### src/rtl/i2c_xfer_pkg.sv
// Shared definitions for the I2C transfer sequencer: register map of the
// I2C master core, CMD/DATA/STATUS bit positions, response codes, FSM states
// and word-building helpers.
package i2c_xfer_pkg;

  // Word addresses of the I2C master core registers
  localparam logic [2:0] ADR_STATUS = 3'd0;
  localparam logic [2:0] ADR_CMD    = 3'd1;
  localparam logic [2:0] ADR_DATA   = 3'd2;

  // CMD register bit positions ([6:0] carries the device address)
  localparam int unsigned CMD_START_BIT = 32'd8;
  localparam int unsigned CMD_READ_BIT  = 32'd9;
  localparam int unsigned CMD_WM_BIT    = 32'd11;
  localparam int unsigned CMD_STOP_BIT  = 32'd12;

  // DATA register bit positions ([7:0] carries the byte)
  localparam int unsigned DATA_VALID_BIT = 32'd8;
  localparam int unsigned DATA_LAST_BIT  = 32'd9;

  // STATUS register bit positions
  localparam int unsigned STAT_BUSY_BIT = 32'd0;
  localparam int unsigned STAT_NACK_BIT = 32'd3;

  // Response codes
  localparam logic [1:0] ERR_OK      = 2'd0;
  localparam logic [1:0] ERR_NACK    = 2'd1;
  localparam logic [1:0] ERR_TIMEOUT = 2'd2;
  localparam logic [1:0] ERR_LEN     = 2'd3;

  // Sequencer states
  localparam logic [2:0] ST_IDLE    = 3'd0;
  localparam logic [2:0] ST_WR_REG  = 3'd1;
  localparam logic [2:0] ST_WR_DATA = 3'd2;
  localparam logic [2:0] ST_CMD_A   = 3'd3;
  localparam logic [2:0] ST_CMD_B   = 3'd4;
  localparam logic [2:0] ST_RD_DATA = 3'd5;
  localparam logic [2:0] ST_POLL    = 3'd6;
  localparam logic [2:0] ST_DONE    = 3'd7;

  // Build a CMD register word
  function automatic logic [15:0] cmd_word(input logic [6:0] dev, input logic start,
                                           input logic rd, input logic wm, input logic stop);
    logic [15:0] w;
    w                = 16'h0000;
    w[6:0]           = dev;
    w[CMD_START_BIT] = start;
    w[CMD_READ_BIT]  = rd;
    w[CMD_WM_BIT]    = wm;
    w[CMD_STOP_BIT]  = stop;
    return w;
  endfunction

  // Build a DATA register write word
  function automatic logic [15:0] data_word(input logic [7:0] b, input logic last);
    logic [15:0] w;
    w                = 16'h0000;
    w[7:0]           = b;
    w[DATA_LAST_BIT] = last;
    return w;
  endfunction

endpackage

### src/rtl/i2c_wbm_access.sv
// Single Wishbone access engine: latches one request on start, holds
// cyc/stb with stable address/data until ack, then returns the read word
// with a one-cycle done pulse. cyc/stb are low for at least the done cycle.
module i2c_wbm_access
  import i2c_xfer_pkg::*;
(
  input  logic        clk,
  input  logic        rst,
  input  logic        start,
  input  logic [2:0]  adr,
  input  logic [15:0] dat,
  input  logic        we,
  output logic        done,
  output logic [15:0] rdata,
  output logic [2:0]  wbm_adr_o,
  output logic [15:0] wbm_dat_o,
  output logic        wbm_we_o,
  output logic [1:0]  wbm_sel_o,
  output logic        wbm_stb_o,
  output logic        wbm_cyc_o,
  input  logic [15:0] wbm_dat_i,
  input  logic        wbm_ack_i
);

  logic        cyc_r;
  logic [2:0]  adr_r;
  logic [15:0] dat_r;
  logic        we_r;
  logic        done_r;
  logic [15:0] rdata_r;

  // Launch an access on start, retire it on ack; reset drops cyc/stb at once
  always_ff @(posedge clk or posedge rst) begin
    if (rst) begin
      cyc_r   <= 1'b0;
      adr_r   <= 3'd0;
      dat_r   <= 16'h0000;
      we_r    <= 1'b0;
      done_r  <= 1'b0;
      rdata_r <= 16'h0000;
    end else begin
      done_r <= 1'b0;
      if (cyc_r) begin
        if (wbm_ack_i) begin
          cyc_r   <= 1'b0;
          done_r  <= 1'b1;
          rdata_r <= wbm_dat_i;
        end
      end else if (start) begin
        cyc_r <= 1'b1;
        adr_r <= adr;
        dat_r <= dat;
        we_r  <= we;
      end
    end
  end

  assign wbm_cyc_o = cyc_r;
  assign wbm_stb_o = cyc_r;
  assign wbm_adr_o = adr_r;
  assign wbm_dat_o = dat_r;
  assign wbm_we_o  = we_r;
  assign wbm_sel_o = 2'b11;
  assign done      = done_r;
  assign rdata     = rdata_r;

endmodule

### src/rtl/i2c_xfer_seq.sv
// I2C register transfer sequencer: turns one read/write request of 1..4
// bytes into the CMD/DATA/STATUS access sequence of an I2C master core
// and reports completion with data and an error code.
module i2c_xfer_seq
  import i2c_xfer_pkg::*;
#(
  parameter logic [15:0] POLL_LIMIT = 16'hFFFF
) (
  input  logic        clk,
  input  logic        rst,
  input  logic        req_valid,
  output logic        req_ready,
  input  logic        req_rw,
  input  logic [6:0]  req_dev,
  input  logic [7:0]  req_reg,
  input  logic [2:0]  req_len,
  input  logic [31:0] req_wdata,
  output logic        rsp_valid,
  output logic [31:0] rsp_rdata,
  output logic [1:0]  rsp_err,
  output logic [2:0]  wbm_adr_o,
  output logic [15:0] wbm_dat_o,
  output logic        wbm_we_o,
  output logic [1:0]  wbm_sel_o,
  output logic        wbm_stb_o,
  output logic        wbm_cyc_o,
  input  logic [15:0] wbm_dat_i,
  input  logic        wbm_ack_i
);

  logic [2:0]  state_r;
  logic        busy_r;
  logic        rw_r;
  logic [6:0]  dev_r;
  logic [7:0]  reg_r;
  logic [2:0]  len_r;
  logic [31:0] wdata_r;
  logic [2:0]  idx_r;
  logic [15:0] poll_cnt_r;
  logic [31:0] rdata_r;
  logic [1:0]  err_r;

  logic        acc_start_s;
  logic [2:0]  acc_adr_s;
  logic [15:0] acc_dat_s;
  logic        acc_we_s;
  logic        acc_done_s;
  logic [15:0] acc_rdata_s;
  logic [7:0]  wbyte_s;
  logic        last_byte_s;
  logic [15:0] poll_nxt_s;
  logic [6:0]  unused_rdata_s;

  assign wbyte_s        = wdata_r[{idx_r[1:0], 3'b000} +: 8];
  assign last_byte_s    = (idx_r == (len_r - 3'd1));
  assign poll_nxt_s     = poll_cnt_r + 16'd1;
  assign unused_rdata_s = acc_rdata_s[15:9];

  // Select the access for the current state; a new one is issued whenever none is outstanding
  always_comb begin
    acc_start_s = 1'b0;
    acc_adr_s   = ADR_STATUS;
    acc_dat_s   = 16'h0000;
    acc_we_s    = 1'b0;
    case (state_r)
      ST_WR_REG: begin
        acc_start_s = ~busy_r;
        acc_adr_s   = ADR_DATA;
        acc_dat_s   = data_word(reg_r, rw_r);
        acc_we_s    = 1'b1;
      end
      ST_WR_DATA: begin
        acc_start_s = ~busy_r;
        acc_adr_s   = ADR_DATA;
        acc_dat_s   = data_word(wbyte_s, last_byte_s);
        acc_we_s    = 1'b1;
      end
      ST_CMD_A: begin
        acc_start_s = ~busy_r;
        acc_adr_s   = ADR_CMD;
        acc_dat_s   = cmd_word(dev_r, 1'b1, 1'b0, 1'b1, ~rw_r);
        acc_we_s    = 1'b1;
      end
      ST_CMD_B: begin
        acc_start_s = ~busy_r;
        acc_adr_s   = ADR_CMD;
        acc_dat_s   = cmd_word(dev_r, 1'b1, 1'b1, 1'b0, last_byte_s);
        acc_we_s    = 1'b1;
      end
      ST_RD_DATA: begin
        acc_start_s = ~busy_r;
        acc_adr_s   = ADR_DATA;
      end
      ST_POLL: begin
        acc_start_s = ~busy_r;
        acc_adr_s   = ADR_STATUS;
      end
      default: begin
        acc_start_s = 1'b0;
      end
    endcase
  end

  // Sequencer FSM: request capture, access sequencing, polling and completion
  always_ff @(posedge clk or posedge rst) begin
    if (rst) begin
      state_r    <= ST_IDLE;
      busy_r     <= 1'b0;
      rw_r       <= 1'b0;
      dev_r      <= 7'd0;
      reg_r      <= 8'd0;
      len_r      <= 3'd0;
      wdata_r    <= 32'd0;
      idx_r      <= 3'd0;
      poll_cnt_r <= 16'd0;
      rdata_r    <= 32'd0;
      err_r      <= ERR_OK;
    end else begin
      if (acc_done_s) begin
        busy_r <= 1'b0;
      end else if (acc_start_s) begin
        busy_r <= 1'b1;
      end
      case (state_r)
        ST_IDLE: begin
          if (req_valid) begin
            rw_r       <= req_rw;
            dev_r      <= req_dev;
            reg_r      <= req_reg;
            len_r      <= req_len;
            wdata_r    <= req_wdata;
            idx_r      <= 3'd0;
            poll_cnt_r <= 16'd0;
            rdata_r    <= 32'd0;
            if ((req_len == 3'd0) || (req_len > 3'd4)) begin
              err_r   <= ERR_LEN;
              state_r <= ST_DONE;
            end else begin
              err_r   <= ERR_OK;
              state_r <= ST_WR_REG;
            end
          end
        end
        ST_WR_REG: begin
          if (acc_done_s) begin
            idx_r   <= 3'd0;
            state_r <= rw_r ? ST_CMD_A : ST_WR_DATA;
          end
        end
        ST_WR_DATA: begin
          if (acc_done_s) begin
            if (last_byte_s) begin
              idx_r   <= 3'd0;
              state_r <= ST_CMD_A;
            end else begin
              idx_r <= idx_r + 3'd1;
            end
          end
        end
        ST_CMD_A: begin
          if (acc_done_s) begin
            idx_r   <= 3'd0;
            state_r <= rw_r ? ST_CMD_B : ST_POLL;
          end
        end
        ST_CMD_B: begin
          if (acc_done_s) begin
            if (last_byte_s) begin
              idx_r   <= 3'd0;
              state_r <= ST_RD_DATA;
            end else begin
              idx_r <= idx_r + 3'd1;
            end
          end
        end
        ST_RD_DATA: begin
          if (acc_done_s) begin
            poll_cnt_r <= poll_nxt_s;
            if (acc_rdata_s[DATA_VALID_BIT]) begin
              rdata_r[{idx_r[1:0], 3'b000} +: 8] <= acc_rdata_s[7:0];
            end
            if (acc_rdata_s[DATA_VALID_BIT] && last_byte_s) begin
              idx_r   <= 3'd0;
              state_r <= ST_POLL;
            end else if (poll_nxt_s >= POLL_LIMIT) begin
              err_r   <= ERR_TIMEOUT;
              state_r <= ST_DONE;
            end else if (acc_rdata_s[DATA_VALID_BIT]) begin
              idx_r <= idx_r + 3'd1;
            end
          end
        end
        ST_POLL: begin
          if (acc_done_s) begin
            poll_cnt_r <= poll_nxt_s;
            if (!acc_rdata_s[STAT_BUSY_BIT]) begin
              err_r   <= acc_rdata_s[STAT_NACK_BIT] ? ERR_NACK : ERR_OK;
              state_r <= ST_DONE;
            end else if (poll_nxt_s >= POLL_LIMIT) begin
              err_r   <= ERR_TIMEOUT;
              state_r <= ST_DONE;
            end
          end
        end
        ST_DONE: begin
          state_r <= ST_IDLE;
        end
        default: begin
          state_r <= ST_IDLE;
        end
      endcase
    end
  end

  assign req_ready = (state_r == ST_IDLE);
  assign rsp_valid = (state_r == ST_DONE);
  assign rsp_rdata = rdata_r;
  assign rsp_err   = err_r;

  i2c_wbm_access u_access (
    .clk       (clk),
    .rst       (rst),
    .start     (acc_start_s),
    .adr       (acc_adr_s),
    .dat       (acc_dat_s),
    .we        (acc_we_s),
    .done      (acc_done_s),
    .rdata     (acc_rdata_s),
    .wbm_adr_o (wbm_adr_o),
    .wbm_dat_o (wbm_dat_o),
    .wbm_we_o  (wbm_we_o),
    .wbm_sel_o (wbm_sel_o),
    .wbm_stb_o (wbm_stb_o),
    .wbm_cyc_o (wbm_cyc_o),
    .wbm_dat_i (wbm_dat_i),
    .wbm_ack_i (wbm_ack_i)
  );

endmodule
### config.mk
export PLATFORM = sky130hd
export DESIGN_NAME = i2c_xfer_seq
export DESIGN_NICKNAME = d
export VERILOG_FILES = /design/src/rtl/i2c_xfer_pkg.sv /design/src/rtl/i2c_wbm_access.sv /design/src/rtl/i2c_xfer_seq.sv
export SDC_FILE = /design/constraint.sdc
export NUM_CORES = 1
export LEC_CHECK = 0
export BUFFER_PORTS_ARGS = -buffer_cell sky130_fd_sc_hd__buf_2
export CAP_MARGIN = 30
export CORE_ASPECT_RATIO = 0.75
export CORE_MARGIN = 1
export CORE_UTILIZATION = 30
export CTS_CLUSTER_SIZE = 10
export DETAILED_ROUTE_END_ITERATION = 8
export PLACE_DENSITY = 0.54
export SYNTH_ARGS = -nofsm -noshare
export SYNTH_HDL_FRONTEND = slang
export SYNTH_SLANG_ARGS = --single-unit
export TNS_END_PERCENT = 100
### constraint.sdc
create_clock -name clk -period 5.5 [get_ports clk]
set_input_delay 0.825 -clock clk [delete_from_list [all_inputs] [get_ports clk]]
set_output_delay 0.825 -clock clk [all_outputs]
set_load 0.02 [all_outputs]
After elaboration in Yosys (flattened, before gate mapping). Cells that the tools add are included.

Memory bits (read-only): 0. Bits in writable memories: 0. Output and inout bits: 60. Memories: 0. Register bits after elaboration: 139. Latch bits: 0.

Magnitude comparators: 2. Div/mod/pow operators: 0. Equal/unequal tests: 24. Reduce and logical (&&, ||, !) cells: 24. $add $sub $neg: 4. Shifts and indexed selects: 3. $mul: 0. Multiplexer cells: 53. Bitwise logic cells: 3.

Operator list (count): $mux W32 (3); $pmux W32 S2 (1); $mux W3 (21); $pmux W13 S4 (1); $bwmux W32 (1); $mux W16 (2); $pmux W16 S2 (1); $shift A8 B7 Y32 const A (1); $shiftx A32 B6 Y8 (1); $shiftx A8 B7 Y32 (1); $pmux W3 S8 (1); $ne A2 B1 Y1 const B (10); $add A16 B1 Y16 const B (1); $ge A16 B16 Y1 const B (1); $mux W2 (8); $eq A3 B3 Y1 const B (4); $pmux W3 S4 (1); $mux W1 (11); $reduce_and A9 Y1 (1); $ne A2 B2 Y1 const B (4); $reduce_or A2 Y1 (4); $neg A5 Y7 (1); $reduce_and A7 Y1 (1); $eq A3 B2 Y1 const B (2); 23 further kinds (30).

Longest topological paths before layout.
Word-level depth: 6. Depth in mapped cells: 10.

Modules after synthesis. From an unflattened synthesis, not the netlist that was laid out.

Cells, all modules: 754. Area total of the unflattened synthesis: 7114.3 µm².

Modules (own cells, without submodules): i2c_xfer_seq (instances 1, area an instance 5632.9 µm², cells an instance 668, sequential area each 2702.6 µm²); i2c_wbm_access (instances 1, area an instance 1481.4 µm², cells an instance 86, sequential area each 950.9 µm²).

Worst setup path after synthesis. No wires, ideal clock.

Kind: flip-flop to flip-flop. Start point: register poll_cnt_r[0]. End point: register idx_r[0]. Slack: 3.227 ns. Clock period less this slack: 2.273 ns. Stages on the path, launching flop included: 10. Buffers on the path: 1. Data required time: 5.375 ns. Arrival: 2.148 ns. Cell sequence: dfrtp_1 > ha_1 > buf_2 > nand3_2 > nor3_1 > xor2_1 > nand3b_4 > nor3_4 > a41oi_4 > mux2_4.

Word-level cells in the longest chain between the ends: 4.

RTL lines: start, declared (line i2c_xfer_seq.sv:39) `logic [15:0] poll_cnt_r;`; start signal, assigned (line i2c_xfer_seq.sv:178) `poll_cnt_r <= poll_nxt_s;`; start signal, assigned (line i2c_xfer_seq.sv:195) `poll_cnt_r <= poll_nxt_s;`; $add A16 B1 Y16 (line i2c_xfer_seq.sv:56) `assign poll_nxt_s = poll_cnt_r + 16'd1;`; $ge A16 B16 Y1 (line i2c_xfer_seq.sv:185) `end else if (poll_nxt_s >= POLL_LIMIT) begin`; $ne A3 B3 Y1 (no line); $reduce_and A7 Y1 (no line); end signal, assigned (line i2c_xfer_seq.sv:156) `idx_r <= idx_r + 3'd1;`; end signal, assigned (line i2c_xfer_seq.sv:172) `idx_r <= idx_r + 3'd1;`; end signal, assigned (line i2c_xfer_seq.sv:189) `idx_r <= idx_r + 3'd1;`; end, declared (line i2c_xfer_seq.sv:38) `logic [2:0] idx_r;`.

Every way passes these cells. A chain may end at the register's enable or synchronous reset.

Worst setup path in the final report.
Start point: register state_r[0]. End point: register rdata_r[3] (netlist: rsp_rdata[3]).

Word-level cells in the longest chain between the ends: 3.

RTL lines: start, declared (line i2c_xfer_seq.sv:31) `logic [2:0] state_r;`; start signal, assigned (line i2c_xfer_seq.sv:147) `state_r <= rw_r ? ST_CMD_A : ST_WR_DATA;`; start signal, assigned (line i2c_xfer_seq.sv:163) `state_r <= rw_r ? ST_CMD_B : ST_POLL;`; $eq A3 B3 Y1 / $logic_not A3 Y1 (equally long branches) (line i2c_xfer_seq.sv:124) `case (state_r)`; $ne A2 B1 Y1 (no line), or another cell as far along; $reduce_and A4 Y1 (no line); end signal, assigned by index (line i2c_xfer_seq.sv:180) `rdata_r[{idx_r[1:0], 3'b000} +: 8] <= acc_rdata_s[7:0];`; end, declared (line i2c_xfer_seq.sv:40) `logic [31:0] rdata_r;`.

Parallel ways exist; a longest one is shown, timed or not.

==> metrics.txt <==
hold buffers post-CTS=0; initial antenna violation count=4; Max H-tree Level=4; routed wire length per instance=15.7 um; DRT iter0 DRCs=294; Worst setup EP type=flop; Power Density=513 nW/um^2; CP Max Fanout=17; Die Y=131 um; Synth Cell Area=6660 sq um; Fin. Hold Viols=0; R2R setup slack=2.31 ns; number of synthesized register bits=134; DP HPWL=11800 um; outcome=complete, no violations; RSZ-0062 raised after global routing=no; Seq/Total Area, Yosys=50.3%; CP startpoint=state_r[0]; Horiz. Die Dim=174 um; Placed Cells=1016; core area=21500 sq um; leakage power total=0.00357 uW; adder-cell share of the synthesized area=1.46%; first-pass GRT wire length=26600 um; placed instance area=7460 sq um; FP Rows=46; Worst-Margin Slew=0.963 ns; Longest Clk Path Bufs=2; final setup vio count=0; reg2reg start=state_r[0]; gpl congestion=0.772; HP Class=in -> async; Worst EP required=5.75 ns; DRC Markers=0; gr usage total=15.2%; Setup Skew=0.0103 ns; max frequency=313 MHz; worst hold slack=0.268 ns; fin nets=826; initial core utilization=31.0%; Post-synth ARST share=100%; Layout area overhead=20.7%; post-synthesis simple-gate area fraction=14.9%; TritonCTS clock tree=done; period utilization=58.0%; critical path class=reg -> reg; layout cell share with drive strength beyond 1=31.4%; Mapped Cells=645; vias in the first global route=4821; io pins=131; Die Footprint=22800 sq um; CTS sink count=134; Resize count post-CTS=0; total wire length=16500 um; fillers=2219; post-synthesis xor/xnor area fraction=1.80%; post-CTS setup buffer count=0; Synth cell types=67; total number of vias=5053; mux cell area share after synthesis=13.6%; total grt overflow=0; Worst-Skew Late Latency=0.42 ns; non-filler cells, final=1052; Final Total Pwr=4120 uW; largest family of logic cells by synthesized area=simple AND/OR/NAND/NOR gates; max_slew headroom=35.3%; PortBufs=116; Via density=4.80; Compound-Gate Fraction of Synth Area=13.6%; Worst EP arrival=3.44 ns; post-route cell area=8040 sq um; worst vdd ir=0.000246 V; max cap viols=0; fin crit period=3.19 ns; CTS buffer count=17; TritonRoute pass-1 iters=4; Post-Route Setup TNS=0 ns; max-slew violations=0; largest net degree at the start of global routing=100; Worst-path clk slew=0.06 ns; CP startpoint kind=flop; Routed Antenna Nets=0; main flop type after synthesis=dfrtp_1; syn avg cell area=10.3 sq um; Root Driver=clkbuf_16; yosys warns=0; Post-synth EDFFs=0
[worst paths after layout]
check | end | cells after the start
max | rsp_rdata[3] | 6
min | rsp_rdata[24] | 2
max reg2reg | rsp_rdata[3] | 6
min reg2reg | rsp_rdata[15] | 2
max in group asynchronous | rw_r | 4
min in group clk | rsp_rdata[15] | 2
[power by group]
group | internal, uW | leakage (uW) | total (uW) | switching, uW
Sequential | 1310 | 0.00171 | 1590 | 279
Combinational | 653 | 0.00159 | 1480 | 827
Clock | 586 | 0.000268 | 1050 | 467
Total | 2550 | 0.00357 | 4120 | 1570
[sequential cells by signal (all words and copies together) (netlist names), 2 cells and up]
name,flops
u_access.rdata,9
poll_cnt_r,16
wdata_r,32
rsp_rdata,32
idx_r,3
state_r,3
u_access.wbm_adr_o,2
len_r,3
dev_r,7
u_access.wbm_dat_o,12
reg_r,8
rsp_err,2
[per-layer routing]
metal / global-route usage (%) / up-vias / share of wire [%]
met5: 0 / - / 0.19
met4: 4.18 / 4 / 0.93
met3: 5.33 / 21 / 6.1
met2: 22.4 / 118 / 44
met1: 21.1 / 2426 / 49
li1: - / 2484 / -
[area by class of cell]
cell class                 instances  area, sq um  area share (%)
antenna                            3         7.51          0.0933
clock buffer                      17          425            5.29
clock inverter                    15          123            1.52
inverter                          14         57.6           0.716
multi-input combinational        457         3050            37.9
sequential                       134         3350            41.7
tap                              288          360            4.48
timing repair buffer             124          664            8.26
[synth_stat cells, types with 3 or more instances]
library cell	count	area, sq um
a31oi_1	3	18.8
buf_2	12	60.1
o31ai_1	6	45.0
nor2b_1	5	31.3
a211oi_1	3	22.5
nor3_1	7	35.0
mux2i_1	7	70.1
a21oi_1	27	135
o21ai_1	5	25.0
nand2_1	107	402
mux2_2	57	642
nand4_1	3	18.8
clkbuf_1	21	78.8
ha_1	7	87.6
nor4_1	3	18.8
nor2_1	43	161
dfrtp_1	134	3350
o22ai_1	5	31.3
a22o_1	10	87.6
mux4_2	8	180
o21ai_0	73	365
xnor2_1	8	70.1
inv_1	13	48.8
xor2_1	3	26.3
nand3_1	9	45.0
and3_1	3	18.8
buf_4	9	67.6
nor3b_1	3	22.5
nand3b_1	3	22.5
[layout by cell type (no fill, tap or decap), drive strengths merged, types with 6 or more instances in the layout]
cell type,instances
a21oi,27
a22o,10
buf,124
clkbuf,17
clkinv,9
conb,7
dfrtp,134
ha,7
inv,18
mux2,58
mux2i,7
mux4,8
nand2,108
nand3,10
nor2,43
nor3,9
o21ai,79
o31ai,6
xnor2,8
[kinds of logic (layout without fill, tap and decap cells)]
logic type	after synthesis	count (layout)
AO/OA/AOI/OAI	150	150
XOR/XNOR	12	12
adder cells (fa/ha/maj)	8	8
buffers and inverters	59	170
flip-flops	134	134
multiplexers	73	73
other	2	10
AND/OR/NAND/NOR	207	207
[per-stage QoR]
| step | util (%) | setup slack, ns |
|---|---|---|
| 6_report | 37.5 | 2.31 |
| 2_1_floorplan | - | 1.09 |
| 3_5_place_dp | 34.7 | 2.26 |
| 3_3_place_gp | 34.7 | 2.29 |
| 4_1_cts | 37.3 | 2.25 |
| 5_1_grt | 37.4 | 1.96 |
[critical path, stage by stage (launching register included)]
cell,delay (ns)
dfrtp_1,0.69
nor2b_1,0.67
nand2_1,0.38
a211oi_1,0.54
o21ai_1,0.45
nand2_1,0.17
o21ai_0,0.11
Power figures use the tool's default switching activity.
